**src/rtl/colscan_pkg.sv**
```systemverilog
// Shared types and constants for the collision lane scanner.
package colscan_pkg;

  typedef enum logic [1:0] {
    COLSCAN_IDLE = 2'd0,
    COLSCAN_SCAN = 2'd1,
    COLSCAN_DONE = 2'd2
  } colscan_state_e;

  localparam int SEL_NONE = 0;
  localparam int DWELL_W  = 4;

endpackage

```
**src/rtl/colscan_prio_enc.sv**
```systemverilog
// Lowest-set-bit encoder: bit i maps to lane i+1, no bits set gives 0.
module colscan_prio_enc #(
  parameter int NUM_LANES = 7,
  parameter int SEL_WIDTH = 3
) (
  input  logic [NUM_LANES-1:0] vec_i,
  output logic [SEL_WIDTH-1:0] lane_o
);

  always_comb begin
    lane_o = '0;
    for (int i = NUM_LANES - 1; i >= 0; i--) begin
      if (vec_i[i]) lane_o = SEL_WIDTH'(i + 1);
    end
  end

endmodule

```
**src/rtl/collision_lane_scanner.sv**
```systemverilog
// Steps the collision mux select over lanes 1..NUM_LANES per frame tick.
// Define COLSCAN_STICKY_EN for a sticky collision flag cleared by Clear_In.
import colscan_pkg::*;

module collision_lane_scanner #(
  parameter int NUM_LANES = 7,
  parameter int SEL_WIDTH = 3,
  parameter int DWELL     = 1
) (
  input  logic                 COLSCAN_CLOCK_50,
  input  logic                 COLSCAN_RESET_InHigh,
  input  logic                 COLSCAN_Start_In,
  input  logic [NUM_LANES-1:0] COLSCAN_LaneMask_In,
  input  logic                 COLSCAN_Hit_In,
  input  logic                 COLSCAN_Clear_In,
  output logic [SEL_WIDTH-1:0] COLSCAN_Select_Out,
  output logic [NUM_LANES-1:0] COLSCAN_HitVec_Out,
  output logic                 COLSCAN_Collision_Out,
  output logic [SEL_WIDTH-1:0] COLSCAN_FirstLane_Out,
  output logic                 COLSCAN_Busy_Out,
  output logic                 COLSCAN_Done_Out
);

  localparam logic [DWELL_W-1:0]   DWELL_LAST = DWELL_W'(DWELL - 1);
  localparam logic [SEL_WIDTH-1:0] LANE_LAST  = SEL_WIDTH'(NUM_LANES);

  colscan_state_e       state_q, state_d;
  logic [SEL_WIDTH-1:0] lane_q, lane_d;
  logic [DWELL_W-1:0]   dwell_q, dwell_d;
  logic [NUM_LANES-1:0] accum_q, accum_d;
  logic [NUM_LANES-1:0] hitvec_q, hitvec_d;
  logic [SEL_WIDTH-1:0] first_q, first_d;
  logic [NUM_LANES-1:0] samp_vec;
  logic [SEL_WIDTH-1:0] first_new;
  logic                 publish;

  // Accumulator with the current lane's sample merged in
  always_comb begin
    samp_vec = accum_q;
    for (int i = 0; i < NUM_LANES; i++) begin
      if (lane_q == SEL_WIDTH'(i + 1)) begin
        samp_vec[i] = COLSCAN_Hit_In & COLSCAN_LaneMask_In[i];
      end
    end
  end

  colscan_prio_enc #(
    .NUM_LANES(NUM_LANES),
    .SEL_WIDTH(SEL_WIDTH)
  ) u_enc (
    .vec_i (samp_vec),
    .lane_o(first_new)
  );

  always_comb begin
    state_d  = state_q;
    lane_d   = lane_q;
    dwell_d  = dwell_q;
    accum_d  = accum_q;
    hitvec_d = hitvec_q;
    first_d  = first_q;
    publish  = 1'b0;
    unique case (state_q)
      COLSCAN_IDLE: begin
        if (COLSCAN_Start_In) begin
          state_d = COLSCAN_SCAN;
          lane_d  = SEL_WIDTH'(1);
          dwell_d = '0;
          accum_d = '0;
        end
      end
      COLSCAN_SCAN: begin
        if (dwell_q == DWELL_LAST) begin
          accum_d = samp_vec;
          dwell_d = '0;
          if (lane_q == LANE_LAST) begin
            state_d  = COLSCAN_DONE;
            publish  = 1'b1;
            hitvec_d = samp_vec;
            first_d  = first_new;
          end else begin
            lane_d = lane_q + SEL_WIDTH'(1);
          end
        end else begin
          dwell_d = dwell_q + DWELL_W'(1);
        end
      end
      COLSCAN_DONE: state_d = COLSCAN_IDLE;
      default:      state_d = COLSCAN_IDLE;
    endcase
  end

  always_ff @(posedge COLSCAN_CLOCK_50) begin
    if (COLSCAN_RESET_InHigh) begin
      state_q  <= COLSCAN_IDLE;
      lane_q   <= '0;
      dwell_q  <= '0;
      accum_q  <= '0;
      hitvec_q <= '0;
      first_q  <= '0;
    end else begin
      state_q  <= state_d;
      lane_q   <= lane_d;
      dwell_q  <= dwell_d;
      accum_q  <= accum_d;
      hitvec_q <= hitvec_d;
      first_q  <= first_d;
    end
  end

`ifdef COLSCAN_STICKY_EN
  logic coll_q, coll_d;

  // A new hit wins over a simultaneous clear
  always_comb begin
    coll_d = coll_q;
    if (publish && (|samp_vec)) coll_d = 1'b1;
    else if (COLSCAN_Clear_In)  coll_d = 1'b0;
  end

  always_ff @(posedge COLSCAN_CLOCK_50) begin
    if (COLSCAN_RESET_InHigh) coll_q <= 1'b0;
    else                      coll_q <= coll_d;
  end

  assign COLSCAN_Collision_Out = coll_q;
`else
  logic unused_clear;
  logic unused_publish;
  assign unused_clear          = COLSCAN_Clear_In;
  assign unused_publish        = publish;
  assign COLSCAN_Collision_Out = |hitvec_q;
`endif

  assign COLSCAN_Select_Out = (state_q == COLSCAN_SCAN) ?
                              lane_q : SEL_WIDTH'(SEL_NONE);
  assign COLSCAN_HitVec_Out    = hitvec_q;
  assign COLSCAN_FirstLane_Out = first_q;
  assign COLSCAN_Busy_Out      = (state_q != COLSCAN_IDLE);
  assign COLSCAN_Done_Out      = (state_q == COLSCAN_DONE);

endmodule

```
**config.mk**
```make
export PLATFORM = sky130hd
export DESIGN_NAME = collision_lane_scanner
export DESIGN_NICKNAME = d
export VERILOG_FILES = /design/src/rtl/colscan_pkg.sv /design/src/rtl/colscan_prio_enc.sv /design/src/rtl/collision_lane_scanner.sv
export SDC_FILE = /design/constraint.sdc
export NUM_CORES = 1
export LEC_CHECK = 0
export ABC_AREA = 0
export CAP_MARGIN = 5
export CORE_MARGIN = 2
export CORE_UTILIZATION = 55
export DETAILED_ROUTE_END_ITERATION = 8
export GPL_ROUTABILITY_DRIVEN = 0
export PLACE_DENSITY_LB_ADDON = 0.08
export SYNTH_ARGS = -nofsm -noshare
export SYNTH_HDL_FRONTEND = slang
export SYNTH_SLANG_ARGS = --single-unit
```
**constraint.sdc**
```tcl
create_clock -name COLSCAN_CLOCK_50 -period 2.95 [get_ports COLSCAN_CLOCK_50]
set_input_delay 0.295 -clock COLSCAN_CLOCK_50 [delete_from_list [all_inputs] [get_ports COLSCAN_CLOCK_50]]
set_output_delay 0.295 -clock COLSCAN_CLOCK_50 [all_outputs]
set_load 0.02 [all_outputs]
```
Word level (Yosys, flattened, before mapping)
Index checks and enable logic that the tools add are counted.
- flip-flop bits (word level): 26
- logic and storage cells: 67
- reductions and logical operators: 10
- $add $sub $neg: 2
- mux-type cells: 29
- eq/ne operators: 13
- bitwise gates (word level): 7
- operators by type and width (kind ; count):
    $mux 3 ; 11
    $mux 7 ; 2
    $pmux 7 s2 ; 1
    $eq 3x3->1 const B ; 4
    $reduce_and 3->1 ; 3
    $mux 4 ; 2
    $ne 2x2->1 const B ; 4
    $pmux 4 s2 ; 1
    $and 1x1->1 ; 7
    $mux 1 ; 7
    $reduce_or 7->1 ; 1
    $eq 3x2->1 const B ; 2
    $mux 2 ; 3
    $pmux 3 s2 ; 1
    $add 4x1->4 const B ; 1
    $logic_not 4->1 ; 1
    $pmux 2 s2 ; 1
    $reduce_and 4->1 ; 1
    $reduce_bool 2->1 ; 2
    $add 3x1->3 const B ; 1
    $eq 3x1->1 const B ; 1
    $eq 2x1->1 const B ; 1
    $eq 2x2->1 const B ; 1
    $logic_not 2->1 ; 1
    $reduce_and 2->1 ; 1

Depth between registers and ports, before layout
- depth in word-level cells: 9
- gate-level depth with buffers: 7
- depth with buffers taken out: 6

Cells and area by module
A second synthesis with hierarchy kept.
- cell total of the unflattened synthesis: 175
- area total of the unflattened synthesis: 1456.4 µm²
- modules (own cells, without submodules) (module ; cells an instance ; times used ; area an instance (µm²)):
    collision_lane_scanner ; 164 ; 1 ; 1395.1
    colscan_prio_enc ; 11 ; 1 ; 61.3

Least setup slack after synthesis
No wires, ideal clock.
- path kind: reg-to-reg
- from: register lane_q[0]
- to: register first_q[2], in the netlist COLSCAN_FirstLane_Out[2]
- data required time: 2879 ps
- arrival time: 1564 ps
- slack: 1315 ps
- setup time: 71 ps
- cell stages (with the launch flop): 8
- clock period less this slack: 1635 ps
- path through: dfxtp_1 > ha_1 > ha_1 > inv_1 > nor3_2 > buf_6 > o2111ai_1 > a21oi_1
- word-level cells in the longest chain between the ends: 9
- RTL lines (what ; RTL line ; source):
    start: declaration ; collision_lane_scanner.sv:28 ; logic [SEL_WIDTH-1:0] lane_q, lane_d;
    start signal: assignment ; collision_lane_scanner.sv:103 ; lane_q <= lane_d;
    $eq 3x3->1 ; collision_lane_scanner.sv:41, collision_lane_scanner.sv:76 ;
    $mux 1 ; collision_lane_scanner.sv:41 ; if (lane_q == SEL_WIDTH'(i + 1)) begin
    $mux 3 (7 in a row) ; colscan_prio_enc.sv:13 ; if (vec_i[i]) lane_o = SEL_WIDTH'(i + 1);
    end signal: assignment ; collision_lane_scanner.sv:107 ; first_q <= first_d;
    end: declaration ; collision_lane_scanner.sv:32 ; logic [SEL_WIDTH-1:0] first_q, first_d;
Several ways; a longest one is shown, not always the timed one.
A chain may end at the register's enable or synchronous reset.

Worst setup path in the final report
- from: register state_q[0]
- to: output port COLSCAN_Select_Out[1]
- word-level cells in the longest chain between the ends: 2
- RTL lines (what ; RTL line ; source):
    start: declaration ; collision_lane_scanner.sv:27 ; colscan_state_e state_q, state_d;
    start signal: assignment ; collision_lane_scanner.sv:102 ; state_q <= state_d;
    $eq 2x1->1 ; collision_lane_scanner.sv:135 ; assign COLSCAN_Select_Out = (state_q == COLSCAN_SCAN) ?
    $mux 3 ; collision_lane_scanner.sv:135 ;
    end: declaration ; collision_lane_scanner.sv:16 ; output logic [SEL_WIDTH-1:0] COLSCAN_Select_Out,
No other way between the ends.

==> results.cfg <==
[drt]
wl_mm = 3.39
route.antenna.remaining_nets = 0
first_pass_iters = 4
drt-vias-per-instance = 6.02
vias = 1324
wl_per_cell_um = 15.4
drc = 0
drtIter0Drc = 45

[global_routing]
grt_pass1_wl_mm = 5.25
grt_usage_pct = 24.1
grt_overflow = 0
grt_max_degree = 17
antenna_found_initial = 0
first_global_vias = 1189

[run]
cap_violations = 0

[die]
die_h_um = 54.9
die_area_mm2 = 0.00301
dieWidth_um = 54.9
start_util_pct = 57.5
core_area_mm2 = 0.00248
row_count = 18
ios = 28

[finish]
area_growth_pct = 23.2
fin_cells = 220
insertedDiodeCount = 0
nets = 211
nFillCells = 215
drive_gt1_share_pct = 7.37

[clock_network]
clockBufferDepth = 2
cts_root_buf = clkbuf_4
hold_buffers = 0
cts.repair_timing.setup_buffer_count = 0
cts_max_level = 1
numCtsBuffers = 3
cts_tree = done
cts.clk_slew.worst_paths_ns = 0.15
cts_sinks = 26
cts_resized = 0
clkLatencyLatePin_ns = 0.33

[setup_path]
crit_slowest_cell = clkdlybuf4s50_1
crit_type = register to primary output
cpPeakStageDelay_ns = 0.62
cp-start-kind = register
cp.arrival_ns = 2.26
cpLargestDelayFamily = simple AND/OR/NAND/NOR gates
cp.buffers_inverters = 1
cp_cell_sequence = nor2b_1 > and2_1 > clkdlybuf4s50_1
crit_required_ns = 2.65
critPathCaptureType = primary output
cp_max_fo = 10

[placed_design]
io_buffer_count = 26
dp.final_hpwl_mm = 2.54
dp.cells = 216

[logic_synthesis]
synth_top_area_share_pct = 36.5
syn-cell-area_mm2 = 0.00143
syn_inst = 164
async_flop_share_pct = 0
yosys_warnings = 0
synth_top_cell_by_area = dfxtp_1
syn-mean-instance-area_um2 = 8.69
synthFlopType = dfxtp_1
synth_edf_count = 0
synth_fp_nets = 184
synth_seq_area_share_pct = 36.5
synth_area_leaders = dfxtp_1 37%, ha_1 7.0%, a21oi_1 3.9%
ys_types = 50
yosys_register_bits = 26

[power_and_ir_drop]
p_leak_nw = 0.656
powerDensity_mw_per_mm2 = 398
ir_drop_uv = 259

[sta]
period_needed_ns = 2.55
hold_viol = 0
tightest_slew_ns = 0.609
skew_ns = 0.00765
fin_setup_tns_ns = 0
maxSlewHeadroom_pct = 59.3
max_freq_mhz = 392
finalSetupViolations = 0
rsz0062_at_grt = false
fin_crit_sh_pct = 86.5
drv_slew = 0

[outcome]
status = completed

[hold_path]
hp-class = register to register
## kinds of logic (layout without fill, tap and decap cells)
| group | Yosys count | after routing | synth area share, % |
|---|---|---|---|
| AOI/OAI and AO/OA | 39 | 39 | 19.2 |
| xor gates and xnor gates | 2 | 2 | 1.23 |
| adders and majority gates | 8 | 8 | 7.02 |
| buffers and inverters | 15 | 41 | 4.83 |
| DFF | 26 | 26 | 36.5 |
| muxes | 2 | 2 | 1.49 |
| and+or+nand+nor | 72 | 72 | 29.7 |
## metrics by stage
stage / utilization (%) / hold slack, ns / cell area, um^2 / setup slack [ns] / power, mW
after CTS: 70.9 / 0.466 / 1760 / 0.420 / 0.699
final: 70.9 / 0.465 / 1760 / 0.397 / 0.698
after floorplan: - / 0.410 / 1430 / 1.32 / 0.418
after global routing: 70.9 / 0.490 / 1760 / 0.303 / 0.723
after detailed placement: 68.7 / 0.447 / 1700 / 0.805 / 0.452
after global placement: 68.7 / 0.438 / 1700 / 0.875 / 0.448
## state kept, by name, indices dropped and copies added (netlist names)
register,count
COLSCAN_HitVec_Out,7
dwell_q,4
state_q,2
COLSCAN_FirstLane_Out,3
lane_q,3
accum_q,7
## where the power goes
part / leakage [nW] / total (mW) / switching, mW / internal, mW
Clock: 0.0279 / 0.253 / 0.115 / 0.138
Combinational: 0.418 / 0.0816 / 0.0452 / 0.0364
Sequential: 0.210 / 0.364 / 0.00774 / 0.357
## final timing paths
kind                                              start                               endpoint  slack, ns  cells past startpoint
worst min register to register  accum_q[3]$_SDFFE_PP0P_                accum_q[3]$_SDFFE_PP0P_       0.47                      2
worst max-delay path            state_q[0]$_SDFFE_PP0P_                  COLSCAN_Select_Out[1]       0.40                      3
worst max register to register   lane_q[0]$_SDFFE_PP0P_  COLSCAN_FirstLane_Out[2]$_SDFFE_PP0P_       0.97                      6
worst min-delay path            accum_q[3]$_SDFFE_PP0P_                accum_q[3]$_SDFFE_PP0P_       0.47                      2
## cell type report
type	instances	area [um^2]	share of cell area, %
multi-input combinational	123	836	47.6
sequential	26	520	29.7
tap	30	37.5	2.14
timing repair buffer	28	275	15.7
clock buffer	3	22.5	1.28
clock inverter	1	30.0	1.71
inverter	9	33.8	1.92
## cell usage after synthesis (2+ instances only)
| master | instances |
|---|---|
| a22oi_1 | 2 |
| or3_1 | 3 |
| o21ai_0 | 3 |
| nand3_1 | 5 |
| nand4bb_1 | 2 |
| and4b_1 | 2 |
| a22o_1 | 3 |
| nor2_1 | 13 |
| nor3_1 | 7 |
| a211oi_1 | 5 |
| nand3b_1 | 2 |
| and2_1 | 6 |
| dfxtp_1 | 26 |
| nand2b_1 | 4 |
| inv_1 | 9 |
| a21oi_1 | 11 |
| or2_2 | 2 |
| nand4_1 | 3 |
| a21boi_0 | 2 |
| clkbuf_1 | 3 |
| nor2b_1 | 4 |
| nand2_1 | 10 |
| xnor2_1 | 2 |
| ha_1 | 8 |
| o21bai_1 | 2 |
## cell usage in the layout, fill, tap and decap left out, types with 2 or more instances in the layout
| master | instances |
|---|---|
| inv_1 | 9 |
| a22o_1 | 3 |
| clkbuf_4 | 3 |
| buf_4 | 2 |
| nand3_1 | 5 |
| ha_1 | 8 |
| a21boi_0 | 2 |
| a22oi_1 | 2 |
| and4b_1 | 2 |
| or3_1 | 3 |
| dfxtp_1 | 26 |
| xnor2_1 | 2 |
| and2_1 | 6 |
| clkdlybuf4s50_1 | 26 |
| o21bai_1 | 2 |
| o21ai_0 | 3 |
| nand2b_1 | 4 |
| a211oi_1 | 5 |
| nor2b_1 | 4 |
| or2_2 | 2 |
| nor2_1 | 13 |
| nand4_1 | 3 |
| nand2_1 | 10 |
| nand4bb_1 | 2 |
| a21oi_1 | 11 |
| nand3b_1 | 2 |
| nor3_1 | 7 |
## worst register-to-register path, stage by stage (launching register included)
cell	delay, ns
dfxtp_1	0.47
inv_1	0.10
ha_1	0.25
and4b_1	0.23
a2111oi_0	0.49
o2111ai_1	0.22
a21oi_1	0.17
## metal layers
| metal | part of all wire [%] | track usage (%) | routed length, um |
|---|---|---|---|
| met5 | 0 | 0 | 0 |
| met4 | 0.91 | 9.76 | 31 |
| met3 | 6.5 | 3.76 | 219 |
| met2 | 51 | 44.2 | 1730 |
| met1 | 41 | 27.7 | 1410 |
Power figures use the tool's default switching activity.
